<file path="src/rtl/sync_burst_pkg.sv">
// Shared types and default parameter values for the sync_burst slice.
package sync_burst_pkg;

   typedef enum logic [1:0] {
      ST_IDLE,
      ST_PULSE,
      ST_GAP
   } sync_burst_state_t;

   localparam int DEF_BURST_LEN = 4;
   localparam int DEF_PULSE_W   = 1;
   localparam int DEF_GAP       = 2;
   localparam int DEF_CNT_W     = 8;

endpackage

</file>
<file path="src/rtl/sync_burst_if.sv">
// Bus between the sync stage side (master) and the burst generator (slave).
interface sync_burst_if
   import sync_burst_pkg::*;
#(
   parameter int CNT_W = DEF_CNT_W
) ();

   logic             sync_in;
   logic             burst_out;
   logic             busy;
   logic             burst_done;
   logic [CNT_W-1:0] overrun_cnt;

   modport master (
      output sync_in,
      input  burst_out, busy, burst_done, overrun_cnt
   );

   modport slave (
      input  sync_in,
      output burst_out, busy, burst_done, overrun_cnt
   );

endinterface

</file>
<file path="src/rtl/sync_edge_det.sv">
// Rising-edge detector on the sync output; the delay register resets high so a
// level already high at reset release never reads as an edge.
module sync_edge_det (
   input  logic clk,
   input  logic rst,
   input  logic sync_in,
   output logic rise
);

   logic sync_d;

   always_ff @(posedge clk or negedge rst) begin
      if (!rst) sync_d <= 1'b1;
      else      sync_d <= sync_in;
   end

   assign rise = sync_in & ~sync_d;

endmodule

</file>
<file path="src/rtl/sync_burst.sv">
// Burst generator triggered by sync edges. Define SYNC_BURST_RETRIG_EN to make
// an edge during a running burst restart it instead of being dropped.
module sync_burst
   import sync_burst_pkg::*;
#(
   parameter int BURST_LEN = DEF_BURST_LEN,
   parameter int PULSE_W   = DEF_PULSE_W,
   parameter int GAP       = DEF_GAP,
   parameter int CNT_W     = DEF_CNT_W
) (
   input  logic         clk,
   input  logic         rst,
   sync_burst_if.slave  bus
);

   localparam longint CNT_LIM = 64'd1 << CNT_W;

   if (BURST_LEN < 1 || longint'(BURST_LEN) >= CNT_LIM) begin : g_bad_len
      $fatal(1, "sync_burst: BURST_LEN out of range");
   end
   if (PULSE_W < 1 || longint'(PULSE_W) >= CNT_LIM) begin : g_bad_pw
      $fatal(1, "sync_burst: PULSE_W out of range");
   end
   if (GAP < 1 || longint'(GAP) >= CNT_LIM) begin : g_bad_gap
      $fatal(1, "sync_burst: GAP out of range");
   end

   localparam logic [CNT_W-1:0] PW_LAST  = CNT_W'(PULSE_W - 1);
   localparam logic [CNT_W-1:0] GAP_LAST = CNT_W'(GAP - 1);
   localparam logic [CNT_W-1:0] IDX_LAST = CNT_W'(BURST_LEN - 1);

   function automatic logic [CNT_W-1:0] sat_inc(input logic [CNT_W-1:0] v);
      return (&v) ? v : v + 1'b1;
   endfunction

   sync_burst_state_t state, state_nxt;
   logic [CNT_W-1:0]  wcnt, wcnt_nxt;
   logic [CNT_W-1:0]  pidx, pidx_nxt;
   logic [CNT_W-1:0]  ovr_cnt;
   logic              rise, active, retrig, done_nxt;
   logic              burst_out_r, busy_r, done_r;

   sync_edge_det u_edge (
      .clk     (clk),
      .rst     (rst),
      .sync_in (bus.sync_in),
      .rise    (rise)
   );

   assign active = (state != ST_IDLE);

`ifdef SYNC_BURST_RETRIG_EN
   assign retrig = rise & active;
`else
   assign retrig = 1'b0;
`endif

   always_comb begin
      state_nxt = state;
      wcnt_nxt  = wcnt;
      pidx_nxt  = pidx;
      done_nxt  = 1'b0;
      unique case (state)
         ST_IDLE: begin
            if (rise) begin
               state_nxt = ST_PULSE;
               wcnt_nxt  = '0;
               pidx_nxt  = '0;
            end
         end
         ST_PULSE: begin
            if (wcnt == PW_LAST) begin
               wcnt_nxt = '0;
               if (pidx == IDX_LAST) begin
                  state_nxt = ST_IDLE;
                  done_nxt  = 1'b1;
               end else begin
                  state_nxt = ST_GAP;
               end
            end else begin
               wcnt_nxt = wcnt + 1'b1;
            end
         end
         ST_GAP: begin
            if (wcnt == GAP_LAST) begin
               wcnt_nxt  = '0;
               pidx_nxt  = pidx + 1'b1;
               state_nxt = ST_PULSE;
            end else begin
               wcnt_nxt = wcnt + 1'b1;
            end
         end
         default: state_nxt = ST_IDLE;
      endcase
      // A restart overrides everything, including the done of the burst it aborts
      if (retrig) begin
         state_nxt = ST_PULSE;
         wcnt_nxt  = '0;
         pidx_nxt  = '0;
         done_nxt  = 1'b0;
      end
   end

   always_ff @(posedge clk or negedge rst) begin
      if (!rst) begin
         state       <= ST_IDLE;
         wcnt        <= '0;
         pidx        <= '0;
         burst_out_r <= 1'b0;
         busy_r      <= 1'b0;
         done_r      <= 1'b0;
         ovr_cnt     <= '0;
      end else begin
         state       <= state_nxt;
         wcnt        <= wcnt_nxt;
         pidx        <= pidx_nxt;
         burst_out_r <= (state_nxt == ST_PULSE);
         busy_r      <= (state_nxt != ST_IDLE);
         done_r      <= done_nxt;
         if (rise && active) ovr_cnt <= sat_inc(ovr_cnt);
      end
   end

   assign bus.burst_out   = burst_out_r;
   assign bus.busy        = busy_r;
   assign bus.burst_done  = done_r;
   assign bus.overrun_cnt = ovr_cnt;

endmodule

</file>
<file path="src/flat_wrapper.sv">
// flat-port wrapper written by rule: the top's interface ports become plain ports
module sync_burst_flat import sync_burst_pkg::*;
#(
   parameter int BURST_LEN = DEF_BURST_LEN,
   parameter int PULSE_W   = DEF_PULSE_W,
   parameter int GAP       = DEF_GAP,
   parameter int CNT_W     = DEF_CNT_W
)
  (clk, rst, bus_sync_in, bus_burst_out, bus_busy, bus_burst_done, bus_overrun_cnt);
  sync_burst_if #(.CNT_W(CNT_W)) bus_i ();
  input  logic clk;
  input  logic rst;
  input wire logic [$bits(bus_i.sync_in)-1:0] bus_sync_in;
  output wire logic [$bits(bus_i.burst_out)-1:0] bus_burst_out;
  output wire logic [$bits(bus_i.busy)-1:0] bus_busy;
  output wire logic [$bits(bus_i.burst_done)-1:0] bus_burst_done;
  output wire logic [$bits(bus_i.overrun_cnt)-1:0] bus_overrun_cnt;
  assign bus_i.sync_in = bus_sync_in;
  assign bus_burst_out = bus_i.burst_out;
  assign bus_busy = bus_i.busy;
  assign bus_burst_done = bus_i.burst_done;
  assign bus_overrun_cnt = bus_i.overrun_cnt;
  sync_burst #(.BURST_LEN(BURST_LEN), .PULSE_W(PULSE_W), .GAP(GAP), .CNT_W(CNT_W)) u_core (.clk(clk), .rst(rst), .bus(bus_i));
endmodule
</file>
<file path="config.mk">
export PLATFORM = sky130hd
export DESIGN_NAME = sync_burst_flat
export DESIGN_NICKNAME = d
export VERILOG_FILES = /design/src/rtl/sync_burst_pkg.sv /design/src/rtl/sync_burst_if.sv /design/src/rtl/sync_edge_det.sv /design/src/rtl/sync_burst.sv /design/src/flat_wrapper.sv
export SDC_FILE = /design/constraint.sdc
export NUM_CORES = 1
export LEC_CHECK = 0
export BUFFER_PORTS_ARGS = -buffer_cell sky130_fd_sc_hd__buf_4
export CORE_AREA = 2 2 65 67
export DETAILED_ROUTE_END_ITERATION = 8
export DIE_AREA = 0 0 67 69
export GPL_TIMING_DRIVEN = 0
export PLACE_DENSITY = 0.6
export SETUP_SLACK_MARGIN = 0.3
export SYNTH_ARGS = -nofsm -noshare
export SYNTH_HDL_FRONTEND = slang
export SYNTH_SLANG_ARGS = --single-unit
</file>
<file path="constraint.sdc">
create_clock -name clk -period 3.5 [get_ports clk]
set_clock_uncertainty 0.2 [all_clocks]
set_input_delay 1.05 -clock clk [delete_from_list [all_inputs] [get_ports clk]]
set_output_delay 1.05 -clock clk [all_outputs]
set_load 0.005 [all_outputs]
</file>
== After elaboration in Yosys (flattened, before gate mapping) ==
Cells that the tools add are included.

* Bits of input ports: 3
* Word-level logic and storage cells: 46
* Output and inout bits: 11
* Bits in registers: 30

* Equality and inequality tests: 7
* Muxes and demuxes: 14
* Bitwise operators: 3
* Reductions and logical operators: 11
* $add $sub $neg: 3

{| class="wikitable"
|+ Operator list
! cell !! number
|-
| two-way mux 8 bit || 4
|-
| adder 8 x 1 -> 8 bit (second input constant) || 3
|-
| one-hot mux 8 bit (3 select lines) || 1
|-
| one-hot mux 8 bit (2 select lines) || 1
|-
| == test 8 x 1 -> 1 bit (second input constant) || 1
|-
| == test 8 x 2 -> 1 bit (second input constant) || 1
|-
| zero test 8 bit || 1
|-
| two-way mux 2 bit || 4
|-
| AND reduction 8 bit || 1
|-
| one-hot mux 2 bit (3 select lines) || 1
|-
| nonzero test 2 bit || 3
|-
| == test 2 x 1 -> 1 bit (second input constant) || 2
|-
| inequality test 2 x 1 -> 1 bit (second input constant) || 2
|-
| AND reduction 2 bit || 2
|-
| two-way mux 1 bit || 3
|-
| AND reduction 3 bit || 1
|-
| nonzero test 3 bit || 1
|-
| == test 2 bit (second input constant) || 1
|-
| zero test 2 bit || 1
|-
| inverter 1 bit || 2
|-
| AND 1 bit || 1
|-
| logical AND 1 bit || 1
|}

== Logic depth before layout (Yosys ltp) ==
* Depth in word-level cells: 5
* Mapped depth: 7
* Mapped depth without buffers: 6

== Modules after synthesis ==
A second synthesis with hierarchy kept.

* Cells, all modules: 187
* Area, all modules: 1769.2 um^2

{| class="wikitable"
|+ Modules (own cells, without submodules)
! module !! seq. area each (um^2) !! cells an instance !! times used !! area an instance (um^2)
|-
| sync_burst || 725.7 || 185 || 1 || 1729.2
|-
| sync_edge_det || 26.3 || 2 || 1 || 40.0
|}

== Worst setup path before layout ==
OpenSTA, ideal clock, no wires.

* Path kind: input to register
* From: input bus_sync_in
* To: register u_core.pidx[7]
* Arrival: 2036 ps
* Path buffers: 0
* Library setup time: 127 ps
* Stages on the path: 5
* Setup slack: 1137 ps
* Required time: 3173 ps
* Cells stage by stage: nor2b_1 > mux2i_4 > a211oi_1 > nand2_1 > mux2_1

* Word-level cells in the longest chain between the ends: 3

{| class="wikitable"
|+ Ends and longest elaborated chain
! item !! RTL line !! RTL
|-
| from (decl) || flat_wrapper.sv:13 || <nowiki>input wire logic [$bits(bus_i.sync_in)-1:0] bus_sync_in;</nowiki>
|-
| AND 1 bit || sync_edge_det.sv:17 || <nowiki>assign rise = sync_in & ~sync_d;</nowiki>
|-
| inequality test 2 x 1 -> 1 bit (no line) || n/a ||
|-
| AND reduction 3 bit (no line) || n/a ||
|-
| to (signal assigned) || sync_burst.sv:116 || <nowiki>pidx <= pidx_nxt;</nowiki>
|-
| to (decl) || sync_burst.sv:38 || <nowiki>logic [CNT_W-1:0] pidx, pidx_nxt;</nowiki>
|}

Every way passes these cells.
A chain may end at the register's enable or synchronous reset.

== Worst setup path in the final report ==
Same ends and word-level chain as after synthesis.

==> flow_summary_export.csv <==
group,metric,value,unit
synthesis,syn-num-nets,173,
final_layout,syn2layout_area_growth,15.8,%
sta,fin_crit,2.37,ns
synthesis,synth_warnings,0,
sta,fmax,422,MHz
routing,drt-initial-drc-count,79,
sta,worst_slew_pin_slew,0.495,ns
die,die_h,69,um
hold_path,hold_class,"reg2reg",
global_routing,grt_pass1_wl,5.71,mm
final_layout,num_antenna_cells,0,
sta,relSlewSlack,66.9,%
synthesis,synth_area,0.00171,mm^2
global_routing,grt_pass1_vias,1262,
placement,post-dp-hpwl,2.33,mm
synthesis,synth_edf_count,0,
cts,insertion_delay,0.28,ns
synthesis,synthTopCellsByArea,"dfrtp_1 (42%), ha_1 (6.6%), a22o_1 (4.1%), xnor2_1 (3.6%), nand2_1 (3.3%)",
die,num_rows,23,
worst_setup_path,slowest_stage,"nor2b_1",
cts,h-tree-depth,2,
synthesis,synth_cell_types,41,
sta,post-route-period-util,67.7,%
global_routing,overflow,0,
routing,dr.pass1.iters,4,
synthesis,netlist_instances,161,
cts,cts_buffers,5,
synthesis,synthFlopType,"dfrtp_1",
routing,drt_wl_total,3.16,mm
global_routing,grt_use_total,15.8,%
cts,clk_path_buf_depth,2,
sta,hold_violations,0,
final_layout,final_cell_mix,"dfrtp_1 (29), nand2_1 (15), buf_4 (13)",
synthesis,synth_top_area_share,42.5,%
sta,slew_viol_final,0,
routing,avgViaCountPerCell,5.49,
final_layout,layout.cells.non_filler,232,
die,die_area,0.00462,mm^2
power_and_ir_drop,max-vdd-ir-drop,0.382,mV
cts,cts_setup_buffers,0,
worst_setup_path,slowest_delay,0.31,ns
die,start_util,43.7,%
power_and_ir_drop,report.power.total,864,uW
die,fp.dieW,67,um
placement,portBuffers,13,
power_and_ir_drop,power.density,436,mW/mm^2
cts,cts_tree,"done",
synthesis,yosysSeqAreaShare,44.0,%
cts,cts_hold_buf,0,
cts,root_buffer,"clkbuf_8",
routing,drc,0,
synthesis,avgSynthCellArea,10.6,um^2
outcome,outcome,"completed",
routing,vias,1274,
sta,setup_viol,0,
routing,wl_per_cell,13.6,um
final_layout,final_common_cell,"dfrtp_1",
routing,drtAntennaViolNets,0,
global_routing,antenna_found_initial,0,
synthesis,async_reset_ff_share,100,%
die,io_pins,14,
synthesis,ys_seq_elements,30,
power_and_ir_drop,p_leak,0.000935,uW
cts,cts_sinks,30,
sta,worst_slack,1.13,ns
sta,fin_tns_setup,0,ns
sta,rsz0062_at_grt,"no",
cts,cts_resized,0,
final_layout,nets,193,
worst_setup_path,critPathMaxFanout,8,
run,maxCapViolations,0,
synthesis,yosysTopAreaCell,"dfrtp_1",
final_layout,fillers,380,
final_layout,drive_gt1_share,20.3,%
placement,dp_slack,0.839,ns
die,core,0.00391,mm^2
worst_setup_path,start_kind,"input pin",
worst_setup_path,end_kind,"register",
worst_setup_path,arrival,2.33,ns
worst_setup_path,crit_path_cell_trace,"buf_4 -> nor2b_1 -> mux2i_4 -> a211oi_1 -> nand2_1 -> mux2_1",
global_routing,grt_max_degree,31,
worst_setup_path,path_class,"in2reg",
placement,gp_congestion,0.868,
placement,dp_cells,224,
cts,clk_pin_slew,0.07,ns
worst_setup_path,cp.required,3.46,ns
[synth_stat cells, types with 2 or more instances]
cell type	count
a22o_1	8
a211oi_1	2
o21ai_0	4
mux2_2	2
nand2b_1	3
xor2_1	3
xnor2_1	7
nor3_1	4
nand3_1	4
o21ai_1	6
mux2i_1	2
nor2b_1	6
dfrtp_1	29
inv_1	8
and3_2	2
nor2_1	12
a2111oi_2	3
o31ai_1	2
and2_1	5
nand4_1	3
and3_1	4
nand2_1	15
ha_1	9
[worst paths after layout]
| check | start | to | slack (ns) | depth (start not counted) |
|---|---|---|---|---|
| worst max-delay path | bus_sync_in | u_core.pidx[7] | 1.13 | 6 |
| worst min-delay path | u_core.bus.overrun_cnt[7] | u_core.bus.overrun_cnt[7] | 0.31 | 1 |
| worst max register to register | u_core.wcnt[5] | u_core.wcnt[0] | 1.30 | 5 |
| worst min register to register | u_core.bus.overrun_cnt[7] | u_core.bus.overrun_cnt[7] | 0.31 | 1 |
| max in group asynchronous | rst | u_core.u_edge.sync_d | 2.29 | 1 |
| min in group asynchronous | rst | u_core.pidx[2] | 0.49 | 1 |
[layout make-up]
cell class                 count  area [um^2]  area share [%]
multi-input combinational    122          923            46.6
sequential                    30          752            38.0
clock buffer                   8          110            5.56
timing repair buffer          13         97.6            4.93
tap                           50         62.6            3.16
inverter                       8         30.0            1.52
buffer                         1         3.75           0.190
[power by group]
part,switching [uW],total (uW),internal [uW]
clock network,123,321,198
registers,44.4,426,381
logic,44.6,117,72.2
[flip-flops by register name (all words and copies together) (netlist names)]
name and flops:
u_core.bus.overrun_cnt 8, u_core.pidx 8, u_core.wcnt 8, u_core.state 2, u_core.bus.burst_done 1, u_core.bus.burst_out 1, u_core.bus.busy 1, u_core.u_edge.sync_d 1
[per-layer routing]
layer / GRT usage, % / routed length, um
met1: 21.9 / 1510
met2: 23.7 / 1460
met3: 4.24 / 147
met4: 5.44 / 41
met5: 0 / 0
[critical path: cells and delay by family]
family	cells	cell delay, ns
AND/OR/NAND/NOR	2	0.41
AO/OA/AOI/OAI	1	0.28
multiplexers	2	0.50
buffers and inverters	1	0.09
[per-stage QoR]
| stage | util, % | hold WS [ns] | cell area, um^2 |
|---|---|---|---|
| finish | 50.6 | 0.309 | 1980 |
| global route | 50.6 | 0.348 | 1980 |
| CTS | 50.6 | 0.317 | 1980 |
| detailed placement | 47.8 | 0.305 | 1870 |
| global placement | 47.8 | 0.301 | 1870 |
| floorplan | - | 0.297 | 1710 |
[kinds of logic (layout without fill, tap and decap cells)]
kind of cell    Yosys count  count (layout)  share of synthesized area [%]
buf+inv                   9              30                           1.98
flops                    30              30                           44.0
compound gates           32              32                           16.1
mux                       6               6                           4.47
xor+xnor                 10              10                           5.12
simple gates             65              65                           21.7
fa+ha+maj                 9               9                           6.59
Note: power is estimated with default switching activity, not from simulation.
